## src/rtl/lsu_read_arbiter.sv

```systemverilog
// Round-robin arbiter sharing one memory read channel among several load units.
// One read is outstanding at a time; data returns only to the granted consumer.
module lsu_read_arbiter #(
  parameter int NUM_CONSUMERS = 4,
  parameter int ADDR_BITS     = 8,
  parameter int DATA_BITS     = 8
) (
  input  logic                               clk,
  input  logic                               reset,
  input  logic [NUM_CONSUMERS-1:0]           consumer_read_valid_i,
  input  logic [NUM_CONSUMERS*ADDR_BITS-1:0] consumer_read_address_i,
  output logic [NUM_CONSUMERS-1:0]           consumer_read_ready_o,
  output logic [NUM_CONSUMERS*DATA_BITS-1:0] consumer_read_data_o,
  output logic                               mem_read_valid_o,
  output logic [ADDR_BITS-1:0]               mem_read_address_o,
  input  logic                               mem_read_ready_i,
  input  logic [DATA_BITS-1:0]               mem_read_data_i
);

  localparam int IdW = $clog2(NUM_CONSUMERS);

  typedef enum logic [1:0] {
    IDLE,
    READ_WAITING,
    RELAYING
  } state_e;

  state_e                           state_q, state_d;
  logic [IdW-1:0]                   grantId_q, grantId_d;
  logic [IdW-1:0]                   lastGrant_q, lastGrant_d;
  logic                             memValid_q, memValid_d;
  logic [ADDR_BITS-1:0]             memAddr_q, memAddr_d;
  logic [NUM_CONSUMERS-1:0]         ready_q, ready_d;
  logic [NUM_CONSUMERS*DATA_BITS-1:0] data_q, data_d;

  logic           winnerFound;
  logic [IdW-1:0] winnerId;
  logic [IdW-1:0] candId;

  // Search starts just after the last served consumer, so it drops to lowest priority.
  always_comb begin
    winnerFound = 1'b0;
    winnerId    = '0;
    candId      = '0;
    for (int k = 1; k <= NUM_CONSUMERS; k++) begin
      candId = IdW'((int'(lastGrant_q) + k) % NUM_CONSUMERS);
      if (!winnerFound && consumer_read_valid_i[candId]) begin
        winnerFound = 1'b1;
        winnerId    = candId;
      end
    end
  end

  always_comb begin
    state_d     = state_q;
    grantId_d   = grantId_q;
    lastGrant_d = lastGrant_q;
    memValid_d  = memValid_q;
    memAddr_d   = memAddr_q;
    ready_d     = ready_q;
    data_d      = data_q;
    case (state_q)
      IDLE: begin
        if (winnerFound) begin
          grantId_d  = winnerId;
          memValid_d = 1'b1;
          memAddr_d  = consumer_read_address_i[winnerId*ADDR_BITS +: ADDR_BITS];
          state_d    = READ_WAITING;
        end
      end
      READ_WAITING: begin
        if (mem_read_ready_i) begin
          memValid_d                                 = 1'b0;
          data_d[grantId_q*DATA_BITS +: DATA_BITS]   = mem_read_data_i;
          ready_d[grantId_q]                         = 1'b1;
          state_d                                    = RELAYING;
        end
      end
      RELAYING: begin
        if (!consumer_read_valid_i[grantId_q]) begin
          ready_d     = '0;
          lastGrant_d = grantId_q;
          state_d     = IDLE;
        end
      end
      default: state_d = IDLE;
    endcase
  end

  always_ff @(posedge clk) begin
    if (reset) begin
      state_q     <= IDLE;
      grantId_q   <= '0;
      lastGrant_q <= IdW'(NUM_CONSUMERS - 1);
      memValid_q  <= 1'b0;
      memAddr_q   <= '0;
      ready_q     <= '0;
      data_q      <= '0;
    end else begin
      state_q     <= state_d;
      grantId_q   <= grantId_d;
      lastGrant_q <= lastGrant_d;
      memValid_q  <= memValid_d;
      memAddr_q   <= memAddr_d;
      ready_q     <= ready_d;
      data_q      <= data_d;
    end
  end

  assign consumer_read_ready_o = ready_q;
  assign consumer_read_data_o  = data_q;
  assign mem_read_valid_o      = memValid_q;
  assign mem_read_address_o    = memAddr_q;

endmodule

```

## config.mk

```make
export PLATFORM = sky130hd
export DESIGN_NAME = lsu_read_arbiter
export DESIGN_NICKNAME = d
export VERILOG_FILES = /design/src/rtl/lsu_read_arbiter.sv
export SDC_FILE = /design/constraint.sdc
export NUM_CORES = 1
export LEC_CHECK = 0
export CAP_MARGIN = 20
export CORE_ASPECT_RATIO = 1.25
export CORE_UTILIZATION = 35
export CTS_BUF_LIST = sky130_fd_sc_hd__clkbuf_4
export CTS_CLUSTER_SIZE = 24
export DETAILED_ROUTE_END_ITERATION = 12
export PLACE_DENSITY = 0.78
export SETUP_SLACK_MARGIN = 0.3
export SYNTH_ARGS = -nofsm -noshare
export SYNTH_HDL_FRONTEND = slang
export SYNTH_SLANG_ARGS = --single-unit
```

## constraint.sdc

```tcl
create_clock -name clk -period 1.95 [get_ports clk]
set_clock_uncertainty 0.1 [all_clocks]
set_input_delay 0.39 -clock clk [delete_from_list [all_inputs] [get_ports clk]]
set_output_delay 0.39 -clock clk [all_outputs]
set_load 0.02 [all_outputs]
```

Yosys cells after proc, flatten, opt, wreduce, memory -nomap -nowiden
Cells that the tools add are included.
Operators by class
  reduce and logical (&&, ||, !) cells: 16
  mux-type cells: 31
  shift-type cells: 3
  $lt $le $gt $ge: 6
  add/sub/neg operators: 5
  bitwise logic cells: 2
  eq/ne operators: 5
Operators by type and width (count)
  5-bit negation with 34-bit output: 1
  8-bit by 34-bit variable shift with 32-bit output, first input constant: 1
  8-bit by 34-bit indexed part select with 32-bit output: 1
  32-bit bitwise mux: 1
  32-bit by 6-bit indexed part select with 8-bit output: 1
  2-bit by 3-bit < comparator with 1-bit output, second input constant: 5
  2-bit two-way mux: 7
  1-bit two-way mux: 12
  1-bit binary-select mux with 2-bit select: 5
  3-bit AND reduction: 3
  4-bit two-way mux: 2
  4-bit one-hot mux with 2 select lines: 1
  2-bit inequality test, second input constant: 3
  2-bit one-hot mux with 3 select lines: 1
  2-bit AND reduction: 3
  2-bit by 1-bit adder with 2-bit output, second input constant: 2
  2-bit adder, second input constant: 2
  1-bit logical AND: 4
  4-bit bitwise OR: 1
  2-bit nonzero test: 2
  1-bit logical NOT: 3
  1-bit demux with 2-bit select: 1
  2-bit by 1-bit equality test with 1-bit output, second input constant: 1
  2-bit equality test, second input constant: 1
  other kinds (4): 4
Storage, ports and cells
  word-level logic and storage cells: 75
  flip-flop bits (word level): 51
  output and inout port bits: 45
  input port bits: 47

Depth between registers and ports, before layout
  word-level depth: 15
  gate-level depth with buffers: 7
  mapped depth without buffers: 5

Least setup slack after synthesis
Ideal clock, no wire load.
  path type: reg-to-reg
  start: register grantId_q[0]
  end: register data_q[2] (netlist: consumer_read_data_o[2])
  buffers on the path: 1
  cell stages (with the launch flop): 7
  data required time: 1780 ps
  arrival: 1830 ps
  slack: -50 ps
  setup time: 70 ps
  period minus slack after synthesis: 2000 ps
  path through: dfxtp_1 clkbuf_1 inv_1 ha_1 nor3b_1 nand3_1 a21oi_1
Between the ends
  cells in the longest elaborated chain, start to end: 3
  elaborated cells between the ends (all ways): 4
  classes of those cells: add/sub: 1; shift: 2; mux: 1
RTL lines
  from (decl): line 29  | logic [IdW-1:0] grantId_q, grantId_d;
  from (signal assigned): line 101  | grantId_q <= grantId_d;
  5-bit negation with 34-bit output *: line 74  | data_d[grantId_q*DATA_BITS +: DATA_BITS] = mem_read_data_i;
  8-bit by 34-bit indexed part select with 32-bit output / 8-bit by 34-bit variable shift with 32-bit output (equally long branches): line 74
  32-bit bitwise mux *: line 74
  to (signal assigned): line 106  | data_q <= data_d;
  to (decl): line 34  | logic [NUM_CONSUMERS*DATA_BITS-1:0] data_q, data_d;
Mark *: on every way between the ends. The rest lies on a longest branch, timed or not.
A chain may end at the register's enable or synchronous reset.

Worst setup path after layout
  start: register grantId_q[1]
  end: register lastGrant_q[0]
Between the ends
  cells in the longest elaborated chain, start to end: 4
RTL lines
  1-bit binary-select mux with 2-bit select: line 80  | if (!consumer_read_valid_i[grantId_q]) begin
  1-bit two-way mux (not written as such): line 80
  1-bit NOT (no source line)
  2-bit AND reduction (no source line)
  to (signal assigned): line 94  | lastGrant_q <= IdW'(NUM_CONSUMERS - 1);
  to (signal assigned): line 102  | lastGrant_q <= lastGrant_d;
  to (decl): line 30  | logic [IdW-1:0] lastGrant_q, lastGrant_d;
No other way between the ends. The select of a mux whose other input is x is not followed.

==> flow_summary.ini <==
[sta]
finalCriticalPeriod_ps = 1760
worst_slack_ps = 194
final_max_slew_viol_count = 0
setup_viol = 0
tightest_slew_ps = 408
max_freq_ghz = 0.570
rsz0062_at_grt = true
fin_crit_sh_pct = 90.0
hold_viol_final = 0
relSlewSlack_pct = 72.8

[placement]
post-place-ws_ps = -472
dpl_cell_area_sq_mm = 0.00362
place_hpwl_um = 4920
numPortBuffers = 91
place.gp.congestion = 0.803

[floorplan]
die_x_um = 76.4
chipHeight_um = 95.0
die-area_sq_mm = 0.00726
coreArea_sq_mm = 0.00661
io_pins = 92
start_util_pct = 36.6
row_count = 33

[grt]
grt_pass1_vias = 2378
busiest_layer = met2
grt_antenna_before_repair = 0
grt.total_usage_pct = 18.4
grt_max_degree = 34
use_met1_pct = 21.1
gr-total-overflow = 0
use_met3_pct = 3.38
grtUsageMet2_pct = 34.2
grt_first_pass_wirelength_um = 10700

[synthesis]
yosys.cell_types.count = 41
synth-seq-cells = 51
synth_top_area_share_pct = 42.2
synth_edf_count = 0
synth.cell_area_sq_mm = 0.00242
ys_async_sr_fraction_pct = 0
yosysWarnings = 0
synth_nets = 334
synth_area_leaders = dfxtp_1, nand3_1, a21oi_1, nand2_1, mux2i_1
synth_cells = 280
yosysSeqAreaShare_pct = 42.2
synth.avg_cell_area_sq_um = 8.65
yosysTopAreaCell = dfxtp_1
synth_ff_type = dfxtp_1

[drt]
wl_per_cell_um = 13.7
dr.pass1.iters = 4
via_per_inst = 5.13
wl_um = 6570
ant_nets = 0
drt-initial-drc-count = 99
drc_errors = 0
vias = 2459

[setup_path]
endpoint_kind = flop
path_class = reg -> reg
cp_data_arrival_time_ps = 1900
crit_fanout = 4
r2r_end = lastGrant_q[0]
r2r_slack_ps = 190
startpoint_type = flop
rr_worst_depth = 4
r2r-start = grantId_q[1]
required_ps = 2100

[layout]
num_antenna_cells = 0
fill_cells = 621
drive_gt1_share_pct = 21.9
final_area_sq_mm = 0.00380
multi_input_area_sq_mm = 0.00148
fin_nets = 445
utilization_pct = 57.6
synthToLayoutAreaGrowth_pct = 57.1
seq_area_sq_mm = 0.00103
final_cell_mix = dfxtp_1, dlygate4sd2_1, clkdlybuf4s50_1, nand3_1, a21oi_1

[cts]
htree_levels = 2
holdBufCountCts = 0
cts.sinks = 51
clock_latency_ps = 350
root_buffer = clkbuf_4
cts.clk_slew.worst_paths_ps = 140
clockBufferDepth = 2
tritoncts = yes
cts_buffers = 5

[power_and_ir_drop]
p_per_area_mw_per_mm2 = 585
ir_drop_uv = 341
cellLeakagePower_nw = 1.59

[worst_hold_path]
hold_start = reset
whs_path_depth = 2
hold_class = in -> reg
min_to = grantId_q[1]

[status]
status = finished, final reports clean

[flow_run]
drv_cap = 0
repair_timing:
action                                  CTS  global route
endpoints found under the setup margin   92            46
resized for setup                        70            13
buffers inserted                          7             1
pin swaps                                 8             8
how the worst max path moves through the flow:
stage / start / to / slack (ps) / cells after the start
after floorplan: lastGrant_q[1] / mem_read_address_o[4] / 250 / 6
after global placement: consumer_read_valid_i[3] / mem_read_address_o[0] / -280 / 7
after detailed placement: consumer_read_valid_i[3] / mem_read_address_o[1] / -470 / 7
after CTS: lastGrant_q[1] / mem_read_address_o[1] / 190 / 6
after global routing: lastGrant_q[1] / mem_read_address_o[7] / 140 / 6
final: grantId_q[1] / lastGrant_q[0] / 190 / 4
flip-flops by register name, summed over array words and instances (netlist names):
signal	cells
consumer_read_data_o	32
consumer_read_ready_o	4
grantId_q	2
lastGrant_q	2
mem_read_address_o	8
mem_read_valid_o	1
state_q	2
Yosys cell counts (4+ instances only):
cell,n
ha_1,7
clkbuf_1,8
and2_1,4
a21oi_1,37
inv_1,10
nand2_1,37
nand3b_1,4
nand3_1,38
dfxtp_1,51
mux2i_1,9
a211oi_1,11
nor2_1,14
nor3b_1,4
worst max-delay path, stage by stage, from the launching register on:
cell and delay, ps:
dfxtp_4 400, mux4_2 550, nor3b_4 300, nor2b_1 80, a211o_1 220
final cells by class:
type,instances,area share [%]
tap,87,2.86
clock inverter,3,0.494
sequential,51,27.1
inverter,10,1.09
multi-input combinational,204,39.0
clock buffer,5,0.987
timing repair buffer,119,28.4
cell families (layout without fill, tap and decap cells):
logic type	Yosys count	after routing	synth area share, %
flip-flops	51	51	42.2
multiplexers	13	13	6.51
AO/OA/AOI/OAI	67	67	18.3
AND/OR/NAND/NOR	117	117	23.8
adder cells (fa/ha/maj)	7	7	3.62
buffers and inverters	25	137	5.58
routing by layer:
metal	vias to the layer above	part of all wire [%]
met1	1145	40
met4	0	0.59
li1	1225	-
met5	-	0
met3	2	4.9
met2	87	54
power breakdown:
group | internal (W) | switching, W
Clock | 0.000141 | 0.000330
Combinational | 0.000319 | 0.000320
Sequential | 0.00108 | 0.0000303
Total | 0.00154 | 0.000680
metrics by stage:
step	hold WS (ps)	TNS [ps]	power, W	instances
2_1_floorplan	395	0	0.00147	280
3_3_place_gp	342	-3940	0.00172	463
3_5_place_dp	345	-5280	0.00173	463
4_1_cts	314	0	0.00221	478
5_1_grt	335	0	0.00234	479
6_report	333	0	0.00222	479
Power figures use the tool's default switching activity.
